==> src/rtl/i2s_rx_stereo.sv <==
// Standard (Philips) I2S receiver: oversamples SCK/WS/SD in the clk_i domain and
// presents one signed left/right pair per complete stereo frame with a one-cycle strobe.
module i2s_rx_stereo #(
    parameter int SAMPLE_BITS   = 24,
    parameter int MIN_SLOT_BITS = 16
) (
    input  logic                          clk_i,
    input  logic                          rst_ni,
    input  logic                          i2s_sck_i,
    input  logic                          i2s_ws_i,
    input  logic                          i2s_sd_i,
    output logic                          sample_stb_o,
    output logic signed [SAMPLE_BITS-1:0] left_sample_o,
    output logic signed [SAMPLE_BITS-1:0] right_sample_o,
    output logic                          frame_err_o
);

    typedef enum logic [1:0] {SYNC, LEFT, RIGHT} state_t;

    localparam logic [5:0] CNT_MAX    = 6'd63;
    localparam logic [5:0] SAMPLE_CNT = 6'(SAMPLE_BITS);
    localparam logic [5:0] MIN_CNT    = 6'(MIN_SLOT_BITS);

    // Writes one bit at its MSB-first position so a short slot is already left-justified.
    function automatic logic [SAMPLE_BITS-1:0] place_bit(input logic [SAMPLE_BITS-1:0] word,
                                                         input logic [5:0]             pos,
                                                         input logic                   bit_v);
        logic [SAMPLE_BITS-1:0] one_hot;
        one_hot = {{(SAMPLE_BITS-1){1'b0}}, bit_v} << (SAMPLE_CNT - 6'd1 - pos);
        return word | one_hot;
    endfunction

    logic sck_s1, sck_s2, sck_s3, ws_s1, ws_s2, sd_s1, sd_s2;
    logic rise, slot_end;
    logic ws_prev;
    logic [5:0] bit_cnt, cnt_inc;
    logic [SAMPLE_BITS-1:0] shreg, word_next;

    logic                   slot_end_p0, ws_now_p0;
    logic [5:0]             cnt_p0;
    logic [SAMPLE_BITS-1:0] word_p0;

    state_t                 state, state_d;
    logic                   commit_d, err_d, commit_p1;
    logic [SAMPLE_BITS-1:0] left_hold, right_p1;

    always_ff @(posedge clk_i or negedge rst_ni) begin
        if (!rst_ni) begin
            {sck_s1, sck_s2, sck_s3} <= 3'b000;
            {ws_s1, ws_s2}           <= 2'b00;
            {sd_s1, sd_s2}           <= 2'b00;
        end else begin
            sck_s1 <= i2s_sck_i;
            sck_s2 <= sck_s1;
            sck_s3 <= sck_s2;
            ws_s1  <= i2s_ws_i;
            ws_s2  <= ws_s1;
            sd_s1  <= i2s_sd_i;
            sd_s2  <= sd_s1;
        end
    end

    assign rise      = sck_s2 & ~sck_s3;
    assign slot_end  = rise & (ws_s2 != ws_prev);
    assign cnt_inc   = (bit_cnt == CNT_MAX) ? bit_cnt : bit_cnt + 6'd1;
    assign word_next = (bit_cnt < SAMPLE_CNT) ? place_bit(shreg, bit_cnt, sd_s2) : shreg;

    // Stage p0: bit capture; a closing slot includes the bit taken at the same rise
    always_ff @(posedge clk_i or negedge rst_ni) begin
        if (!rst_ni) begin
            ws_prev     <= 1'b0;
            bit_cnt     <= '0;
            shreg       <= '0;
            slot_end_p0 <= 1'b0;
            ws_now_p0   <= 1'b0;
            cnt_p0      <= '0;
            word_p0     <= '0;
        end else begin
            slot_end_p0 <= slot_end;
            if (rise) begin
                ws_prev <= ws_s2;
                if (slot_end) begin
                    bit_cnt   <= '0;
                    shreg     <= '0;
                    word_p0   <= word_next;
                    cnt_p0    <= cnt_inc;
                    ws_now_p0 <= ws_s2;
                end else begin
                    bit_cnt <= cnt_inc;
                    shreg   <= word_next;
                end
            end
        end
    end

    // Stage p1: frame FSM. SYNC waits for WS falling so the next slot is a left one.
    always_comb begin
        state_d  = state;
        commit_d = 1'b0;
        err_d    = 1'b0;
        case (state)
            SYNC: begin
                if (slot_end_p0 && !ws_now_p0) state_d = LEFT;
            end
            LEFT: begin
                if (slot_end_p0) begin
                    if (cnt_p0 < MIN_CNT) begin
                        err_d   = 1'b1;
                        state_d = SYNC;
                    end else begin
                        state_d = RIGHT;
                    end
                end
            end
            RIGHT: begin
                if (slot_end_p0) begin
                    if (cnt_p0 < MIN_CNT) begin
                        err_d   = 1'b1;
                        state_d = SYNC;
                    end else begin
                        commit_d = 1'b1;
                        state_d  = LEFT;
                    end
                end
            end
            default: state_d = SYNC;
        endcase
    end

    always_ff @(posedge clk_i or negedge rst_ni) begin
        if (!rst_ni) begin
            state       <= SYNC;
            commit_p1   <= 1'b0;
            left_hold   <= '0;
            right_p1    <= '0;
            frame_err_o <= 1'b0;
        end else begin
            state     <= state_d;
            commit_p1 <= commit_d;
            if (slot_end_p0 && state == LEFT) left_hold <= word_p0;
            if (commit_d) right_p1 <= word_p0;
            if (err_d) frame_err_o <= 1'b1;
        end
    end

    // Stage p2: outputs move only together with the strobe
    always_ff @(posedge clk_i or negedge rst_ni) begin
        if (!rst_ni) begin
            sample_stb_o   <= 1'b0;
            left_sample_o  <= '0;
            right_sample_o <= '0;
        end else begin
            sample_stb_o <= commit_p1;
            if (commit_p1) begin
                left_sample_o  <= left_hold;
                right_sample_o <= right_p1;
            end
        end
    end

endmodule

==> config.mk <==
export PLATFORM = sky130hd
export DESIGN_NAME = i2s_rx_stereo
export DESIGN_NICKNAME = d
export VERILOG_FILES = /design/src/rtl/i2s_rx_stereo.sv
export SDC_FILE = /design/constraint.sdc
export NUM_CORES = 1
export LEC_CHECK = 0
export BUFFER_PORTS_ARGS = -buffer_cell sky130_fd_sc_hd__buf_2
export CAP_MARGIN = 5
export CELL_PAD_IN_SITES_DETAIL_PLACEMENT = 1
export CELL_PAD_IN_SITES_GLOBAL_PLACEMENT = 1
export CORE_MARGIN = 2
export CORE_UTILIZATION = 49
export CTS_BUF_LIST = sky130_fd_sc_hd__clkbuf_8 sky130_fd_sc_hd__clkbuf_16
export CTS_CLUSTER_DIAMETER = 120
export DETAILED_ROUTE_END_ITERATION = 8
export PLACE_DENSITY = 0.86
export SKIP_CTS_REPAIR_TIMING = 1
export SLEW_MARGIN = 20
export SYNTH_ARGS = -nofsm -noshare
export SYNTH_HDL_FRONTEND = slang
export SYNTH_SLANG_ARGS = --single-unit
==> constraint.sdc <==
create_clock -name clk_i -period 1.95 [get_ports clk_i]
set_clock_uncertainty 0.1 [all_clocks]
set_input_delay 0.195 -clock clk_i [delete_from_list [all_inputs] [get_ports clk_i]]
set_output_delay 0.195 -clock clk_i [all_outputs]
set_load 0.01 [all_outputs]
# Word level (Yosys, flattened, before mapping)
# Cells that the tools add are included.
# totals
register_bits	171
inputBits	5
out_inout_bits	50
# op_classes
add_sub_neg	2
order_cmp	2
n_eq_ne	7
shifts	1
muxes	16
bitwise	4
reduce_logical	7
# op_table
op	count
two-way mux 24 bit	2
bitwise OR 24 bit	1
left shift 1 x 6 -> 24 bit	1
less-than comparator 6 x 5 -> 1 bit (second input constant)	2
two-way mux 6 bit	2
two-way mux 2 bit	4
two-way mux 1 bit	7
adder 6 x 1 -> 6 bit (second input constant)	1
== test 6 bit (second input constant)	1
inequality test 2 bit (second input constant)	3
one-hot mux 2 bit (3 select lines)	1
subtractor 5 x 6 -> 6 bit (first input constant)	1
AND reduction 3 bit	1
bitwise AND 1 bit	2
== test 2 x 1 -> 1 bit (second input constant)	1
== test 2 bit (second input constant)	1
logical AND 1 bit	2
logical NOT 2 bit	1
AND reduction 2 bit	1
OR reduction 2 bit	1
logical NOT 1 bit	1
inequality test 1 bit	1
inverter 1 bit	1

# Depth between registers and ports, before layout
# logic_depth
word_depth	5
depth_mapped	7
mapped_depth_nobuf	5

# Worst setup path before layout
# Ideal clock, no wire load.
# synth_path
kind	register to register
startpoint	register bit_cnt[4]
endpoint	register word_p0[15]
setup_ps	73
arrival_time_ps	1534
required_time_ps	1777
setup_slack_ps	243
stages_incl_launch_ff	7
path_buffers	2
period_less_slack_ps	1707
cell_sequence	dfrtp_1 ha_1 nor2b_1 clkbuf_1 buf_2 nand3_1 a2bb2oi_2
# synth_via
elab_chain_cells	4
word_cells_on_any_way	5
cone_classes	1 x add/sub; 1 x order compare; 1 x shift; 1 x mux; 1 x bitwise
# synth_lines
element	line	rtl
start, declared	36	logic [5:0] bit_cnt, cnt_inc;
start signal, assigned	89	bit_cnt <= cnt_inc;
subtractor 5 x 6 -> 6 bit	29	one_hot = {{(SAMPLE_BITS-1){1'b0}}, bit_v} << (SAMPLE_CNT - 6'd1 - pos);
left shift 1 x 6 -> 24 bit	29	
bitwise OR 24 bit	30	return word | one_hot;
two-way mux 24 bit (*)	66	assign word_next = (bit_cnt < SAMPLE_CNT) ? place_bit(shreg, bit_cnt, sd_s2) : shreg;
end signal, assigned	85	word_p0 <= word_next;
end, declared	41	logic [SAMPLE_BITS-1:0] word_p0;
# Every way passes the cells marked *; elsewhere a longest branch is shown, timed or not.
# A chain may end at the register's enable or synchronous reset.

# Worst setup path in the final report
# layout_path
startpoint	register bit_cnt[4]
endpoint	register shreg[3]
# layout_via
elab_chain_cells	5
word_cells_on_any_way	6
cone_classes	1 x add/sub; 1 x order compare; 1 x shift; 2 x mux; 1 x bitwise
# layout_lines
element	line	rtl
subtractor 5 x 6 -> 6 bit	29	
left shift 1 x 6 -> 24 bit	29	
bitwise OR 24 bit	30	
two-way mux 24 bit (*)	66	
two-way mux 24 bit (*)	82	if (slot_end) begin
end signal, assigned	90	shreg <= word_next;
end, declared	37	logic [SAMPLE_BITS-1:0] shreg, word_next;
# Marks and branches as above.

==> impl_metrics.ini <==
[status]
status = complete, no violations

[routing]
vias_per_cell = 5.706
drt_iter0_drc = 250
wirelength_mm = 16.15
drc = 0
dr.pass1.iters = 4
vias = 4285
routedWlPerCell_um = 21.51
ant_nets = 0

[synthesis]
synth_top_area_share_pct = 60.85
yosysMostFrequentCell = dfrtp_1
synth_cell_types = 47
synthMuxAreaShare_pct = 17.38
synth-async-reset-ratio_pct = 100.0
synth_area_leader_cell = dfrtp_1
synth_compound_area_share_pct = 9.492
ys_ff_latch = 167
yosys-top-cells-count = dfrtp_1, mux2_2, o21ai_0
yosys.area_share.xor_xnor_pct = 0.2368
syn_inst = 496
yosys_warnings = 0
seq_area_frac_synth_pct = 60.85
synth_top_family_by_area = multiplexers
synth-simple-area-share_pct = 7.142
synthFlopType = dfrtp_1
syn_avg_cell_area_um2 = 13.85
netlist_area_um2 = 6868
synth_area_leaders = dfrtp_1, mux2_2, mux2_4
synth_edf_count = 0
synth.net_count = 507
synthAdderAreaFrac_pct = 1.093

[cts]
cts-htree-levels = 4
cts_tree = yes
cts_buffer_depth = 2
root_buffer = clkbuf_16
clock_latency_ps = 430
clock_sinks = 167
cts_buffers = 17
cts.clk_slew.worst_paths_ps = 70

[critical_path]
required_ps = 2200
worst_ep_arrival_time_ps = 2100
crit_fanout = 16
startpoint_type = flop
path_class = reg2reg
end_kind = flop

[timing]
worst_pin_slew_ps = 579.5
whs_ps = 174.0
relSlewSlack_pct = 61.22
min_period_over_period_pct = 94.93
hold_viol = 0
fmax_mhz = 540.2
rsz0062_at_grt = false
post-route-min-period_ps = 1851
finalMaxSlewViolations = 0
setup_viol = 0

[final_layout]
nFillCells = 1343
drive_above_1_share_pct = 38.88
syn_to_final_growth_pct = 17.51
fin_nets = 569
antenna_cells = 0

[die]
die_w_um = 122.4
core_area_um2 = 13770
die_area_um2 = 14980
start_util_pct = 49.86
die_h_um = 122.4
pin_count = 55
rows = 43

[global_routing]
grt_pass1_vias = 4845
grt_max_degree = 50
antenna_found_initial = 0
grt_overflow = 0
grt_pass1_wl_mm = 26.17
track_usage_pct = 23.16

[pwr]
powerDensity_nw_per_um2 = 1094
cellLeakagePower_nw = 4.054
finalPower_mw = 8.831
ir_worst_vdd_uv = 644.5

[placement]
dpl.hpwl_mm = 10.67
io_buffers = 54
place.gp.congestion = 0.8021

[flow_run]
drv_cap = 0

[worst_hold_path]
min_path_type = in2async
[path summary, 6_finish.rpt]
| kind | to | cells after the start | slack [ps] | start |
|---|---|---|---|---|
| min in group clk_i | sd_s2 | 0 | 250 | sd_s1 |
| worst min-delay path | right_p1[5] | 2 | 170 | rst_ni |
| worst min register to register | sd_s2 | 0 | 250 | sd_s1 |
| worst max-delay path | shreg[3] | 5 | 100 | bit_cnt[4] |
| max in group asynchronous | word_p0[19] | 3 | 990 | rst_ni |
| worst max register to register | shreg[3] | 5 | 100 | bit_cnt[4] |
[final cells by class]
| class | instances | area, um^2 | share of cell area (%) |
|---|---|---|---|
| clock buffers | 21 | 480.5 | 5.953 |
| well taps | 180 | 225.2 | 2.791 |
| inverters | 6 | 27.53 | 0.3411 |
| multi-input cells | 287 | 2427 | 30.08 |
| repair buffers | 79 | 561.8 | 6.961 |
| clock inverters | 11 | 167.7 | 2.078 |
| flip-flops and latches | 167 | 4180 | 51.80 |
[per-stage QoR]
step	cells	utilization [%]	instance area, um^2	TNS (ps)	setup slack (ps)
2_1_floorplan	496	-	6868	0	243.1
3_3_place_gp	714	53.54	7375	0	224.4
3_5_place_dp	714	53.54	7375	0	31.12
4_1_cts	746	58.25	8023	-6.299	-6.299
5_1_grt	751	58.59	8070	0	4.762
6_report	751	58.59	8070	0	98.94
[power breakdown]
part | internal, mW | switching, mW | leakage [nW]
logic | 0.495 | 0.596 | 1.48
clock network | 2.28 | 1.37 | 0.321
registers | 3.80 | 0.289 | 2.26
[layout by cell type, fill, tap and decap left out, types with 4 or more instances in the layout]
| master | n |
|---|---|
| nand2_1 | 6 |
| mux2_4 | 19 |
| clkbuf_16 | 17 |
| buf_12 | 7 |
| dfrtp_1 | 166 |
| a41oi_1 | 9 |
| dlygate4sd3_1 | 4 |
| bufinv_16 | 4 |
| nor2_1 | 27 |
| a31oi_1 | 16 |
| clkbuf_8 | 4 |
| o21ai_0 | 31 |
| and4b_1 | 4 |
| a2bb2oi_1 | 6 |
| nand3_1 | 10 |
| buf_2 | 53 |
| inv_1 | 6 |
| ha_1 | 6 |
| o21ai_1 | 10 |
| buf_4 | 14 |
| mux2_2 | 78 |
| nor3_1 | 8 |
| a21oi_1 | 21 |
[worst max-delay path, stage by stage, from the launching register on]
cell and delay, ps:
dfrtp_1 450, ha_1 360, nor4b_4 310, buf_4 260, a31oi_1 140, nor2_1 150
[registers in the layout, indices dropped and copies added (netlist names)]
signal	count
left_hold	24
left_sample_o	24
right_p1	24
right_sample_o	24
shreg	24
word_p0	24
bit_cnt	6
cnt_p0	2
state	2
commit_p1	1
frame_err_o	1
sample_stb_o	1
sck_s1	1
sck_s2	1
sck_s3	1
sd_s1	1
sd_s2	1
slot_end_p0	1
ws_now_p0	1
ws_prev	1
ws_s1	1
ws_s2	1
[metal layers]
| metal | share of wire, % | track usage [%] | vias up |
|---|---|---|---|
| li1 | - | - | 1919 |
| met1 | 40 | 27.08 | 2261 |
| met2 | 55 | 41.32 | 82 |
| met3 | 2.7 | 4.740 | 23 |
| met4 | 2.1 | 9.698 | 0 |
| met5 | 0 | 0 | - |
[logic make-up (layout without fill, tap and decap cells)]
group / Yosys count / in the layout
xor+xnor: 1 / 1
mux: 100 / 100
flops: 167 / 167
fa+ha+maj: 6 / 6
buf+inv: 42 / 117
compound gates: 104 / 104
simple gates: 76 / 76
Power figures use the tool's default switching activity.
